$ cat config.mk
export PLATFORM = sky130hd
export DESIGN_NAME = id_ex_stage_reg
export DESIGN_NICKNAME = d
export VERILOG_FILES = /design/src/rtl/rv32_pipe_pkg.sv /design/src/rtl/hazard_unit_lu.sv /design/src/rtl/id_ex_stage_reg.sv
export SDC_FILE = /design/constraint.sdc
export NUM_CORES = 1
export LEC_CHECK = 0
export CORE_UTILIZATION = 39
export DETAILED_ROUTE_END_ITERATION = 10
export GPL_TIMING_DRIVEN = 0
export PLACE_DENSITY = 0.75
export SLEW_MARGIN = 0
export SYNTH_ARGS = -nofsm -noshare
export SYNTH_HDL_FRONTEND = slang
export SYNTH_SLANG_ARGS = --single-unit
$ cat constraint.sdc
create_clock -name CLK -period 2.06 [get_ports CLK]
set_input_delay 0.206 -clock CLK [delete_from_list [all_inputs] [get_ports CLK]]
set_output_delay 0.206 -clock CLK [all_outputs]
set_load 0.1 [all_outputs]
$ cat src/rtl/rv32_pipe_pkg.sv
// Shared RV32IM pipeline definitions: datapath widths, control-bundle bit
// map and ALU opcode encodings used by the decode, ID/EX and ALU blocks.
package rv32_pipe_pkg;

    localparam int XLEN     = 32;
    localparam int REG_AW   = 5;
    localparam int CTRL_W   = 8;
    localparam int ALU_OP_W = 5;
    localparam int FUNCT3_W = 3;

    // Control bundle bit positions
    localparam int REG_WRITE   = 0;
    localparam int MEM_READ    = 1;
    localparam int MEM_WRITE   = 2;
    localparam int BRANCH      = 3;
    localparam int JUMP        = 4;
    localparam int ALU_SRC_IMM = 5;
    localparam int USE_RS1     = 6;
    localparam int USE_RS2     = 7;

    // ALU / MUL / DIV opcodes
    localparam logic [ALU_OP_W-1:0] ALU_ADD    = 5'd0;
    localparam logic [ALU_OP_W-1:0] ALU_SUB    = 5'd1;
    localparam logic [ALU_OP_W-1:0] ALU_SLL    = 5'd2;
    localparam logic [ALU_OP_W-1:0] ALU_SLT    = 5'd3;
    localparam logic [ALU_OP_W-1:0] ALU_SLTU   = 5'd4;
    localparam logic [ALU_OP_W-1:0] ALU_XOR    = 5'd5;
    localparam logic [ALU_OP_W-1:0] ALU_SRL    = 5'd6;
    localparam logic [ALU_OP_W-1:0] ALU_SRA    = 5'd7;
    localparam logic [ALU_OP_W-1:0] ALU_OR     = 5'd8;
    localparam logic [ALU_OP_W-1:0] ALU_AND    = 5'd9;
    localparam logic [ALU_OP_W-1:0] ALU_LUI    = 5'd10;
    localparam logic [ALU_OP_W-1:0] ALU_MUL    = 5'd16;
    localparam logic [ALU_OP_W-1:0] ALU_MULH   = 5'd17;
    localparam logic [ALU_OP_W-1:0] ALU_MULHSU = 5'd18;
    localparam logic [ALU_OP_W-1:0] ALU_MULHU  = 5'd19;
    localparam logic [ALU_OP_W-1:0] ALU_DIV    = 5'd20;
    localparam logic [ALU_OP_W-1:0] ALU_DIVU   = 5'd21;
    localparam logic [ALU_OP_W-1:0] ALU_REM    = 5'd22;
    localparam logic [ALU_OP_W-1:0] ALU_REMU   = 5'd23;

endpackage

$ cat src/rtl/hazard_unit_lu.sv
// Load-use hazard detector: flags when the instruction in decode reads the
// destination of a load currently sitting in ID/EX. Purely combinational.
module hazard_unit_lu
    import rv32_pipe_pkg::*;
(
    input  logic              ex_valid,
    input  logic              ex_mem_read,
    input  logic [REG_AW-1:0] ex_rd_addr,
    input  logic              id_valid,
    input  logic              id_use_rs1,
    input  logic              id_use_rs2,
    input  logic [REG_AW-1:0] id_rs1_addr,
    input  logic [REG_AW-1:0] id_rs2_addr,
    input  logic              stall,
    output logic              load_use_stall
);

    logic rs1_hit;
    logic rs2_hit;

    // Compare decode sources against the in-flight load destination; an
    // external stall already freezes everything, so no bubble is requested then.
    always_comb begin
        rs1_hit        = id_use_rs1 && (id_rs1_addr == ex_rd_addr);
        rs2_hit        = id_use_rs2 && (id_rs2_addr == ex_rd_addr);
        load_use_stall = ex_valid && ex_mem_read && (ex_rd_addr != '0) &&
                         id_valid && (rs1_hit || rs2_hit) && !stall;
    end

endmodule

$ cat src/rtl/id_ex_stage_reg.sv
// ID/EX pipeline register with writeback bypass, load-use bubble insertion,
// stall hold (with operand refresh) and flush.
// Optional perf counters (BUBBLE_COUNT / FLUSH_COUNT) under ID_EX_PERF_CNT_EN.
//
// Valid semantics: OUT_VALID marks a real instruction in EX. There is no
// ready back-pressure; STALL holds the stage, LOAD_USE_STALL tells the
// upstream stages to hold so the same decode instruction is re-presented.
module id_ex_stage_reg
    import rv32_pipe_pkg::*;
(
    input  logic                CLK,
    input  logic                RESET_N,
    input  logic                STALL,
    input  logic                FLUSH,
    input  logic                IN_VALID,
    input  logic [XLEN-1:0]     IN_PC,
    input  logic [REG_AW-1:0]   IN_RS1_ADDR,
    input  logic [REG_AW-1:0]   IN_RS2_ADDR,
    input  logic [REG_AW-1:0]   IN_RD_ADDR,
    input  logic [XLEN-1:0]     IN_DATA1,
    input  logic [XLEN-1:0]     IN_DATA2,
    input  logic [XLEN-1:0]     IN_IMM,
    input  logic [ALU_OP_W-1:0] IN_ALU_OP,
    input  logic [FUNCT3_W-1:0] IN_FUNCT3,
    input  logic [CTRL_W-1:0]   IN_CTRL,
    input  logic                WB_WRITE_ENABLE,
    input  logic [REG_AW-1:0]   WB_WRITE_ADDRESS,
    input  logic [XLEN-1:0]     WB_WRITE_DATA,
    output logic                OUT_VALID,
    output logic [XLEN-1:0]     OUT_PC,
    output logic [XLEN-1:0]     OUT_IMM,
    output logic [XLEN-1:0]     OUT_DATA1,
    output logic [XLEN-1:0]     OUT_DATA2,
    output logic [REG_AW-1:0]   OUT_RS1_ADDR,
    output logic [REG_AW-1:0]   OUT_RS2_ADDR,
    output logic [REG_AW-1:0]   OUT_RD_ADDR,
    output logic [ALU_OP_W-1:0] OUT_ALU_OP,
    output logic [FUNCT3_W-1:0] OUT_FUNCT3,
    output logic [CTRL_W-1:0]   OUT_CTRL,
`ifdef ID_EX_PERF_CNT_EN
    output logic [31:0]         BUBBLE_COUNT,
    output logic [31:0]         FLUSH_COUNT,
`endif
    output logic                LOAD_USE_STALL
);

    logic                valid_q,  valid_d;
    logic [XLEN-1:0]     pc_q,     pc_d;
    logic [XLEN-1:0]     imm_q,    imm_d;
    logic [XLEN-1:0]     data1_q,  data1_d;
    logic [XLEN-1:0]     data2_q,  data2_d;
    logic [REG_AW-1:0]   rs1_q,    rs1_d;
    logic [REG_AW-1:0]   rs2_q,    rs2_d;
    logic [REG_AW-1:0]   rd_q,     rd_d;
    logic [ALU_OP_W-1:0] alu_op_q, alu_op_d;
    logic [FUNCT3_W-1:0] funct3_q, funct3_d;
    logic [CTRL_W-1:0]   ctrl_q,   ctrl_d;

    logic            wb_live;
    logic [XLEN-1:0] byp_data1;
    logic [XLEN-1:0] byp_data2;
    logic            lu_stall;

    hazard_unit_lu u_hazard (
        .ex_valid       (valid_q),
        .ex_mem_read    (ctrl_q[MEM_READ]),
        .ex_rd_addr     (rd_q),
        .id_valid       (IN_VALID),
        .id_use_rs1     (IN_CTRL[USE_RS1]),
        .id_use_rs2     (IN_CTRL[USE_RS2]),
        .id_rs1_addr    (IN_RS1_ADDR),
        .id_rs2_addr    (IN_RS2_ADDR),
        .stall          (STALL),
        .load_use_stall (lu_stall)
    );

    // Writeback bypass around the register file; x0 is never forwarded.
    always_comb begin
        wb_live   = WB_WRITE_ENABLE && (WB_WRITE_ADDRESS != '0);
        byp_data1 = (wb_live && WB_WRITE_ADDRESS == IN_RS1_ADDR) ? WB_WRITE_DATA : IN_DATA1;
        byp_data2 = (wb_live && WB_WRITE_ADDRESS == IN_RS2_ADDR) ? WB_WRITE_DATA : IN_DATA2;
    end

    // Next-state selection: flush > stall (hold + refresh) > load-use bubble > capture.
    always_comb begin
        valid_d  = valid_q;
        pc_d     = pc_q;
        imm_d    = imm_q;
        data1_d  = data1_q;
        data2_d  = data2_q;
        rs1_d    = rs1_q;
        rs2_d    = rs2_q;
        rd_d     = rd_q;
        alu_op_d = alu_op_q;
        funct3_d = funct3_q;
        ctrl_d   = ctrl_q;
        if (FLUSH || (!STALL && lu_stall)) begin
            valid_d  = 1'b0;
            pc_d     = '0;
            imm_d    = '0;
            data1_d  = '0;
            data2_d  = '0;
            rs1_d    = '0;
            rs2_d    = '0;
            rd_d     = '0;
            alu_op_d = '0;
            funct3_d = '0;
            ctrl_d   = '0;
        end else if (STALL) begin
            // Keep held operands current while EX is busy for many cycles.
            if (valid_q && wb_live && WB_WRITE_ADDRESS == rs1_q) data1_d = WB_WRITE_DATA;
            if (valid_q && wb_live && WB_WRITE_ADDRESS == rs2_q) data2_d = WB_WRITE_DATA;
        end else begin
            valid_d  = IN_VALID;
            pc_d     = IN_PC;
            imm_d    = IN_IMM;
            data1_d  = byp_data1;
            data2_d  = byp_data2;
            rs1_d    = IN_RS1_ADDR;
            rs2_d    = IN_RS2_ADDR;
            rd_d     = IN_RD_ADDR;
            alu_op_d = IN_ALU_OP;
            funct3_d = IN_FUNCT3;
            ctrl_d   = IN_VALID ? IN_CTRL : '0;
        end
    end

    // Stage register with asynchronous clear.
    always_ff @(posedge CLK or negedge RESET_N) begin
        if (!RESET_N) begin
            valid_q  <= 1'b0;
            pc_q     <= '0;
            imm_q    <= '0;
            data1_q  <= '0;
            data2_q  <= '0;
            rs1_q    <= '0;
            rs2_q    <= '0;
            rd_q     <= '0;
            alu_op_q <= '0;
            funct3_q <= '0;
            ctrl_q   <= '0;
        end else begin
            valid_q  <= valid_d;
            pc_q     <= pc_d;
            imm_q    <= imm_d;
            data1_q  <= data1_d;
            data2_q  <= data2_d;
            rs1_q    <= rs1_d;
            rs2_q    <= rs2_d;
            rd_q     <= rd_d;
            alu_op_q <= alu_op_d;
            funct3_q <= funct3_d;
            ctrl_q   <= ctrl_d;
        end
    end

`ifdef ID_EX_PERF_CNT_EN
    logic [31:0] bubble_cnt_q, bubble_cnt_d;
    logic [31:0] flush_cnt_q,  flush_cnt_d;

    // Counters wrap naturally at 32 bits.
    always_comb begin
        bubble_cnt_d = bubble_cnt_q;
        flush_cnt_d  = flush_cnt_q;
        if (!FLUSH && !STALL && lu_stall) bubble_cnt_d = bubble_cnt_q + 32'd1;
        if (FLUSH) flush_cnt_d = flush_cnt_q + 32'd1;
    end

    // Performance counter registers.
    always_ff @(posedge CLK or negedge RESET_N) begin
        if (!RESET_N) begin
            bubble_cnt_q <= '0;
            flush_cnt_q  <= '0;
        end else begin
            bubble_cnt_q <= bubble_cnt_d;
            flush_cnt_q  <= flush_cnt_d;
        end
    end

    assign BUBBLE_COUNT = bubble_cnt_q;
    assign FLUSH_COUNT  = flush_cnt_q;
`endif

    assign OUT_VALID      = valid_q;
    assign OUT_PC         = pc_q;
    assign OUT_IMM        = imm_q;
    assign OUT_DATA1      = data1_q;
    assign OUT_DATA2      = data2_q;
    assign OUT_RS1_ADDR   = rs1_q;
    assign OUT_RS2_ADDR   = rs2_q;
    assign OUT_RD_ADDR    = rd_q;
    assign OUT_ALU_OP     = alu_op_q;
    assign OUT_FUNCT3     = funct3_q;
    assign OUT_CTRL       = ctrl_q;
    assign LOAD_USE_STALL = lu_stall;

endmodule

==> flow_summary.yaml, run 1 <==
drt:
  first_pass_iters: 4
  vias: 8179
  antenna_left: 0
  via_per_inst: 5.22
  drt_iter0_drc: 402
  drcViolationCount: 0
  totalWireLength_um: 31600
  wire_per_inst_um: 20.2
final_layout:
  design_area_um2: 14400
  fin_cells: 1566
  nets: 1482
  drive_gt1_frac: 0.254
  final_cell_mix: "193 x clkdlybuf4s50_1, 164 x nand2_1, 158 x dlygate4sd2_1, 144 x dfrtp_1, 116 x o21ai_2"
  area_growth_pct: 74.8
  fin_util: 0.704
  final_common_cell: "clkdlybuf4s50_1"
synthesis:
  ys_types: 29
  synthesis.nets: 1062
  syn_area_per_cell_um2: 9.56
  synth_top_area_share: 0.487
  synthCells: 860
  ys_seq_elements: 160
  synth_largest_area_cell: "dfrtp_1"
  yosys_warnings: 0
  ys_seq_area_frac: 0.487
  synth_area_leaders: "dfrtp_1 49%, mux2i_1 7.8%, nand2_1 7.5%"
  syn_area_um2: 8220
critical_path:
  critPathRequiredTime_ns: 1.85
  worst_r2r_path_depth: 12
  slowest_stage: "dfrtp_4"
  crit_family: "buffers and inverters"
  max_stage_delay_ns: 0.52
  end_kind: "output port"
  critPathBufInv: 4
  path_class: "flop to output port"
  path_max_fanout: 5
  critical_path_depth: 8
  cp.arrival_ns: 2.18
  crit_path_start_kind: "flop"
  cp_cell_sequence: "buf_4 > xor2_1 > nor4_2 > a32oi_1 > clkbuf_8 > clkbuf_16 > nor2_4 > buf_12"
die:
  initial_core_util: 0.402
  dieArea_um2: 21700
  die_w_um: 147
  ioPinCount: 363
  core_area_um2: 20400
  rows: 52
  die_h_um: 147
placement:
  place.port_buffers: 355
  gp_congestion: 0.830
  placed_area_um2: 12300
  dpl_worst_slack_ns: -1.25
  dp_hpwl_um: 21000
  dp_cells: 1486
timing:
  max_freq_mhz: 420
  min_period_over_period: 1.16
  slew_headroom: 0.284
  hold_ws_ns: 0.267
  rsz0062_at_grt: "yes"
  maxSlewViolCount: 0
  period_needed_ns: 2.38
  finalHoldViolations: 0
  fin_setup_tns_ns: -29.45
  clock_skew_ns: 0.0191
  finalSetupViolations: 154
  worstMarginPinSlew_ns: 1.08
  worst_slack_ns: -0.322
global_route:
  grt-ovfl-total: 0
  grt_max_degree: 118
  grt_pass1_vias: 7997
  grtUsageTotal: 0.270
  grt_pass1_wl_um: 44900
  antenna_found_initial: 3
cts:
  cts_tree: "built"
  clk_pin_slew_ns: 0.07
  clk_latency_ns: 0.44
  cts-root-buf: "clkbuf_16"
  numClockSinks: 160
  cts_made_buffers: 17
  h-tree-depth: 4
  cts.path.max_buffers: 2
pwr:
  finalPower_mw: 10.2
  power.density_nw_per_um2: 713
  ir_drop_mv: 0.557
  intPower_mw: 6.25
  comb_power_share: 0.335
  p_switching_mw: 3.99
  power_frac_clock: 0.326
  p_leak_nw: 6.48
  seqPwrFrac: 0.339
  netSwitchingFraction: 0.390
status:
  status: "complete, but fails checks"
  violations: "negative setup slack"
flow_run:
  drv_cap: 0
min_path:
  min_path_type: "input port to async pin"
==> routing by layer <==
metal	global-route usage	part of all wire	vias up	wire [um]
li1	-	-	3764	-
met2	0.447	0.50	320	15800
met1	0.342	0.41	4017	12900
met4	0.111	0.037	0	1170
met5	0	0	-	0
met3	0.0590	0.057	78	1790
==> flip-flops by register name (all words and copies together) (netlist names) <==
signal,count
OUT_PC,32
OUT_RS2_ADDR,5
OUT_FUNCT3,3
OUT_RS1_ADDR,5
OUT_ALU_OP,5
OUT_RD_ADDR,5
OUT_IMM,32
OUT_DATA2,32
OUT_DATA1,32
OUT_VALID,1
OUT_CTRL,8
==> area by class of cell <==
type,instances,area [um2]
clock inverters,14,170
multi-input cells,616,4490
flip-flops and latches,160,4030
well taps,270,338
inverters,9,33.8
plain buffers,75,727
diodes,3,7.51
fillers,1551,6050
repair buffers,401,4140
clock buffers,18,439
==> what timing repair did <==
item	4_1_cts	5_1_grt
gates resized for setup	248	228
setup buffers	14	17
endpoints found under the hold margin	43	0
hold buffers	1	0
pin swaps	8	132
endpoints found under the setup margin	319	162
cloned	5	11
==> worst reg2reg max path, stage by stage, from the launching register on <==
cell	delay (ns)
dfrtp_4	0.52
buf_4	0.15
xor2_1	0.16
nor4_2	0.20
a32oi_1	0.13
clkbuf_8	0.18
buf_4	0.13
buf_12	0.15
o211ai_4	0.18
buf_12	0.17
buf_12	0.11
clkbuf_16	0.13
o21ai_2	0.06
==> cells by family (layout without fill, tap and decap cells) <==
logic type / Yosys count / after routing / share of synthesized area
AO/OA/AOI/OAI: 261 / 261 / 0.200
flip-flops: 160 / 160 / 0.487
XOR/XNOR: 30 / 30 / 0.0320
multiplexers: 64 / 64 / 0.0779
buffers and inverters: 84 / 517 / 0.0548
AND/OR/NAND/NOR: 261 / 261 / 0.149
other: 0 / 3 / 0
==> path summary, 6_finish.rpt <==
check | start | end | slack [ns]
setup / recovery | OUT_RD_ADDR[0] | LOAD_USE_STALL | -0.32
hold / removal | RESET_N | OUT_IMM[7] | 0.27
setup reg to reg | OUT_RD_ADDR[0] | OUT_DATA1[23] | -0.31
hold reg to reg | OUT_DATA2[12] | OUT_DATA2[12] | 0.47
max in group asynchronous | RESET_N | OUT_ALU_OP[3] | 0.83
min in group CLK | IN_CTRL[4] | OUT_CTRL[4] | 0.34
==> power groups by stage <==
stage	clock, mW	sequential, mW	combinational (mW)
floorplan	0	5.01	0.673
global placement	0	3.53	3.24
detailed placement	0	3.53	3.26
CTS	3.38	3.47	3.23
global route	3.51	3.50	3.56
finish	3.34	3.47	3.43
==> synthesized netlist by cell type (all sizes together) <==
library cell and number:
nand2 164, dfrtp 160, o21ai 160, nor2b 89, a21oi 88, mux2i 64, clkbuf 51, buf 24
xor2 17, xnor2 13, inv 9, o211ai 4, a41oi 2, nor2 2, nor3 2, nor4 2
o41a 2, o41ai 2, or4 2, a32oi 1, o2111ai 1, o21a 1
No activity file was read; power rests on OpenSTA's default activity.
==> run 2: changes to the inputs <==
- CORE_UTILIZATION: 39 -> 40
- PLACE_DENSITY: 0.75 -> 0.74
- clock period: 2.06 -> 3.04 ns (I/O delays scaled with it)
==> flow_summary.yaml, run 2 (synthesized netlist as in run 1, its figures left out) <==
cts:
  clk_pin_slew_ns: 0.06
  h-tree-depth: 4
  clk_latency_ns: 0.43
  cts_tree: "built"
  numClockSinks: 160
  cts-root-buf: "clkbuf_16"
  cts_made_buffers: 17
  cts.path.max_buffers: 2
timing:
  worst_slack_ns: 0.149
  slew_headroom: 0.278
  period_needed_ns: 2.89
  finalSetupViolations: 0
  rsz0062_at_grt: "no"
  min_period_over_period: 0.951
  finalHoldViolations: 0
  clock_skew_ns: 0.00813
  maxSlewViolCount: 0
  max_freq_mhz: 346
  worstMarginPinSlew_ns: 1.08
placement:
  placed_area_um2: 12200
  dp_hpwl_um: 21100
  gp_congestion: 0.875
  place.port_buffers: 355
  dpl_worst_slack_ns: -0.841
  dp_cells: 1486
die:
  dieArea_um2: 21100
  ioPinCount: 363
  core_area_um2: 20200
  die_w_um: 145
  initial_core_util: 0.408
  rows: 52
  die_h_um: 145
pwr:
  intPower_mw: 4.24
  power.density_nw_per_um2: 528
  netSwitchingFraction: 0.369
  p_switching_mw: 2.48
  finalPower_mw: 6.72
  seqPwrFrac: 0.350
  comb_power_share: 0.328
  power_frac_clock: 0.321
  ir_drop_mv: 0.376
  p_leak_nw: 5.23
final_layout:
  drive_gt1_frac: 0.0975
  antenna_cells: 0
  nets: 1436
  fin_cells: 1511
  design_area_um2: 12700
  final_cell_mix: "353 x clkdlybuf4s50_1, 164 x nand2_1, 160 x dfrtp_1, 89 x nor2b_1, 88 x a21oi_1"
  final_common_cell: "clkdlybuf4s50_1"
  area_growth_pct: 54.7
global_route:
  grt_max_degree: 117
  grtUsageTotal: 0.268
  grt_pass1_vias: 7666
  grt_pass1_wl_um: 43800
  grt-ovfl-total: 0
  antenna_found_initial: 0
drt:
  drt_iter0_drc: 456
  antenna_left: 0
  vias: 7599
  wire_per_inst_um: 18.6
  via_per_inst: 5.03
  first_pass_iters: 5
  drcViolationCount: 0
  totalWireLength_um: 28100
critical_path:
  path_class: "flop to output port"
  crit_path_start_kind: "flop"
  cp.arrival_ns: 2.59
  critPathRequiredTime_ns: 2.74
  end_kind: "output port"
  path_max_fanout: 19
status:
  status: "complete, no violations"
min_path:
  min_path_type: "input port to async pin"
flow_run:
  drv_cap: 0
run 2: critical path, stage by stage, from the launching register on:
cell and delay [ns]:
dfrtp_1 0.45, xor2_1 0.19, nor4_1 0.33, a32oi_1 0.17
clkbuf_2 0.40, nor2_4 0.19, buf_2 0.43
run 2: layout make-up:
| class | count | area [um2] |
|---|---|---|
| fill | 1680 | 7450 |
| sequential | 160 | 4000 |
| clock inverter | 7 | 115 |
| buffer | 73 | 410 |
| inverter | 9 | 33.8 |
| timing repair buffer | 357 | 3590 |
| tap | 270 | 338 |
| multi-input combinational | 616 | 3780 |
| clock buffer | 19 | 453 |
run 2: metal layers:
layer / up-vias / GRT usage / part of all wire
met5: - / 0 / 0
met4: 0 / 0.0937 / 0.025
met3: 41 / 0.0555 / 0.059
met2: 255 / 0.437 / 0.49
met1: 3646 / 0.354 / 0.43
li1: 3657 / - / -
run 2: worst paths after layout:
check,cells after the start,slack [ns],from,end
max,6,0.15,OUT_RD_ADDR[2],LOAD_USE_STALL
min,2,0.37,RESET_N,OUT_DATA2[4]
max reg2reg,7,0.41,OUT_RD_ADDR[2],OUT_DATA1[29]
min reg2reg,2,0.48,OUT_DATA2[27],OUT_DATA2[27]
max in group asynchronous,3,1.67,RESET_N,OUT_DATA2[15]
min in group CLK,4,0.39,STALL,OUT_VALID
run 2: power groups by stage:
stage | sequential [mW] | combinational, mW | clock, mW
floorplan | 3.39 | 0.446 | 0
global placement | 2.39 | 2.19 | 0
detailed placement | 2.39 | 2.21 | 0
CTS | 2.35 | 2.21 | 2.18
global route | 2.37 | 2.30 | 2.25
finish | 2.35 | 2.21 | 2.16
run 2: timing repair:
| action | CTS | global route |
|---|---|---|
| gates resized for setup | 5 | 1 |
| setup endpoints to repair | 1 | 1 |
| hold endpoints to repair | 44 | 0 |
| setup buffers | 0 | 0 |
| hold buffers | 1 | 0 |
run 2: per-stage QoR:
stage / utilization / hold WS (ns) / TNS [ns]
finish: 0.631 / 0.366 / 0
global route: 0.631 / 0.395 / 0
CTS: 0.631 / 0.358 / 0
detailed placement: 0.603 / 0.218 / -0.841
global placement: 0.601 / 0.459 / -829.74
floorplan: - / 0.00841 / 0
==> run 3: changes to the inputs <==
- CTS_BUF_LIST: default -> sky130_fd_sc_hd__clkbuf_4 sky130_fd_sc_hd__clkbuf_8
- PLACE_DENSITY: 0.74 -> 0.78
- SKIP_CTS_REPAIR_TIMING: default -> 1
==> flow_summary.yaml, run 3 (synthesized netlist as in run 1, its figures left out) <==
critical_path:
  critPathRequiredTime_ns: 2.74
  r2r_slack_ns: 0.41
  path_class: "flop to output port"
  end_kind: "output port"
  path_max_fanout: 19
  cp.arrival_ns: 2.53
  crit_path_start_kind: "flop"
die:
  die_w_um: 145
  dieArea_um2: 21100
  core_area_um2: 20200
  rows: 52
  ioPinCount: 363
  die_h_um: 145
  initial_core_util: 0.408
global_route:
  grtUsageTotal: 0.269
  grt-ovfl-total: 0
  grt_pass1_vias: 7684
  antenna_found_initial: 1
  grt_max_degree: 84
  grt_pass1_wl_um: 43800
drt:
  drcViolationCount: 1
  vias: 7668
  wire_per_inst_um: 18.5
  drt_iter0_drc: 450
  via_per_inst: 5.05
  totalWireLength_um: 28100
  first_pass_iters: 8
  antenna_left: 0
timing:
  worstMarginPinSlew_ns: 1.05
  min_period_over_period: 0.932
  finalSetupViolations: 0
  finalHoldViolations: 0
  fin_setup_tns_ns: 0
  slew_headroom: 0.299
  hold_ws_ns: 0.366
  maxSlewViolCount: 0
  period_needed_ns: 2.83
  max_freq_mhz: 353
  rsz0062_at_grt: "no"
  clock_skew_ns: 0.0141
placement:
  place.port_buffers: 355
  dp_hpwl_um: 21000
  dp_cells: 1486
  gp_congestion: 0.859
pwr:
  p_leak_nw: 5.15
  comb_power_share: 0.353
  seqPwrFrac: 0.377
  power_frac_clock: 0.270
  ir_drop_mv: 0.303
  intPower_mw: 3.74
  p_switching_mw: 2.49
  netSwitchingFraction: 0.399
  power.density_nw_per_um2: 496
cts:
  cts_tree: "built"
  clk_latency_ns: 0.47
  cts_made_buffers: 17
  clk_pin_slew_ns: 0.09
  numClockSinks: 160
  h-tree-depth: 4
  cts.path.max_buffers: 2
  cts-root-buf: "clkbuf_8"
final_layout:
  nets: 1436
  drive_gt1_frac: 0.102
  area_growth_pct: 52.9
  final_common_cell: "clkdlybuf4s50_1"
  final_cell_mix: "353 x clkdlybuf4s50_1, 164 x nand2_1, 160 x dfrtp_1, 89 x nor2b_1, 88 x a21oi_1"
  fin_cells: 1518
  fin_util: 0.623
status:
  violations: "design-rule violations"
  status: "complete, but fails checks"
flow_run:
  drv_cap: 0
min_path:
  min_path_type: "input port to flop"
-- run 3: final timing paths --
path	start	to	cells past startpoint
min in group asynchronous	RESET_N	OUT_DATA1[3]	2
max in group asynchronous	RESET_N	OUT_CTRL[6]	3
hold reg to reg	OUT_DATA2[9]	OUT_DATA2[9]	2
hold / removal	STALL	OUT_VALID	4
setup reg to reg	OUT_RD_ADDR[3]	OUT_PC[18]	6
setup / recovery	OUT_RD_ADDR[2]	LOAD_USE_STALL	6
-- run 3: power groups by stage --
stage	Combinational [mW]	Sequential [mW]	Clock, mW
after CTS	2.21	2.35	1.71
after global routing	2.29	2.37	1.78
after floorplan	0.446	3.39	0
after detailed placement	2.21	2.39	0
after global placement	2.19	2.39	0
final	2.20	2.35	1.68
-- run 3: worst max-delay path: stages (launching register included) --
cell      delay, ns
dfrtp_1        0.46
xor2_1         0.19
nor4_1         0.33
a32oi_1        0.16
clkbuf_2       0.40
nor2_4         0.18
clkbuf_4       0.33
-- run 3: layout make-up --
class | count | area (um2)
buffer | 73 | 410
multi-input combinational | 616 | 3780
antenna | 1 | 2.50
clock buffer | 21 | 283
inverter | 9 | 33.8
timing repair buffer | 357 | 3590
sequential | 160 | 4000
fill | 1788 | 7600
tap | 270 | 338
clock inverter | 11 | 130
-- run 3: per-layer routing --
metal	global-route usage	vias to the layer above	routed length, um
met1	0.349	3662	12000
li1	-	3663	-
met4	0.117	0	931
met2	0.435	286	13400
met5	0	-	0
met3	0.0558	57	1720
-- run 3: per-stage QoR --
stage,worst slack [ns],area (um2),total power [mW]
2_1_floorplan,0.259,8230,3.84
3_3_place_gp,-5.12,12100,4.58
3_5_place_dp,-0.849,12200,4.60
4_1_cts,-0.904,12600,6.27
5_1_grt,0.0720,12600,6.44
6_report,0.207,12600,6.23
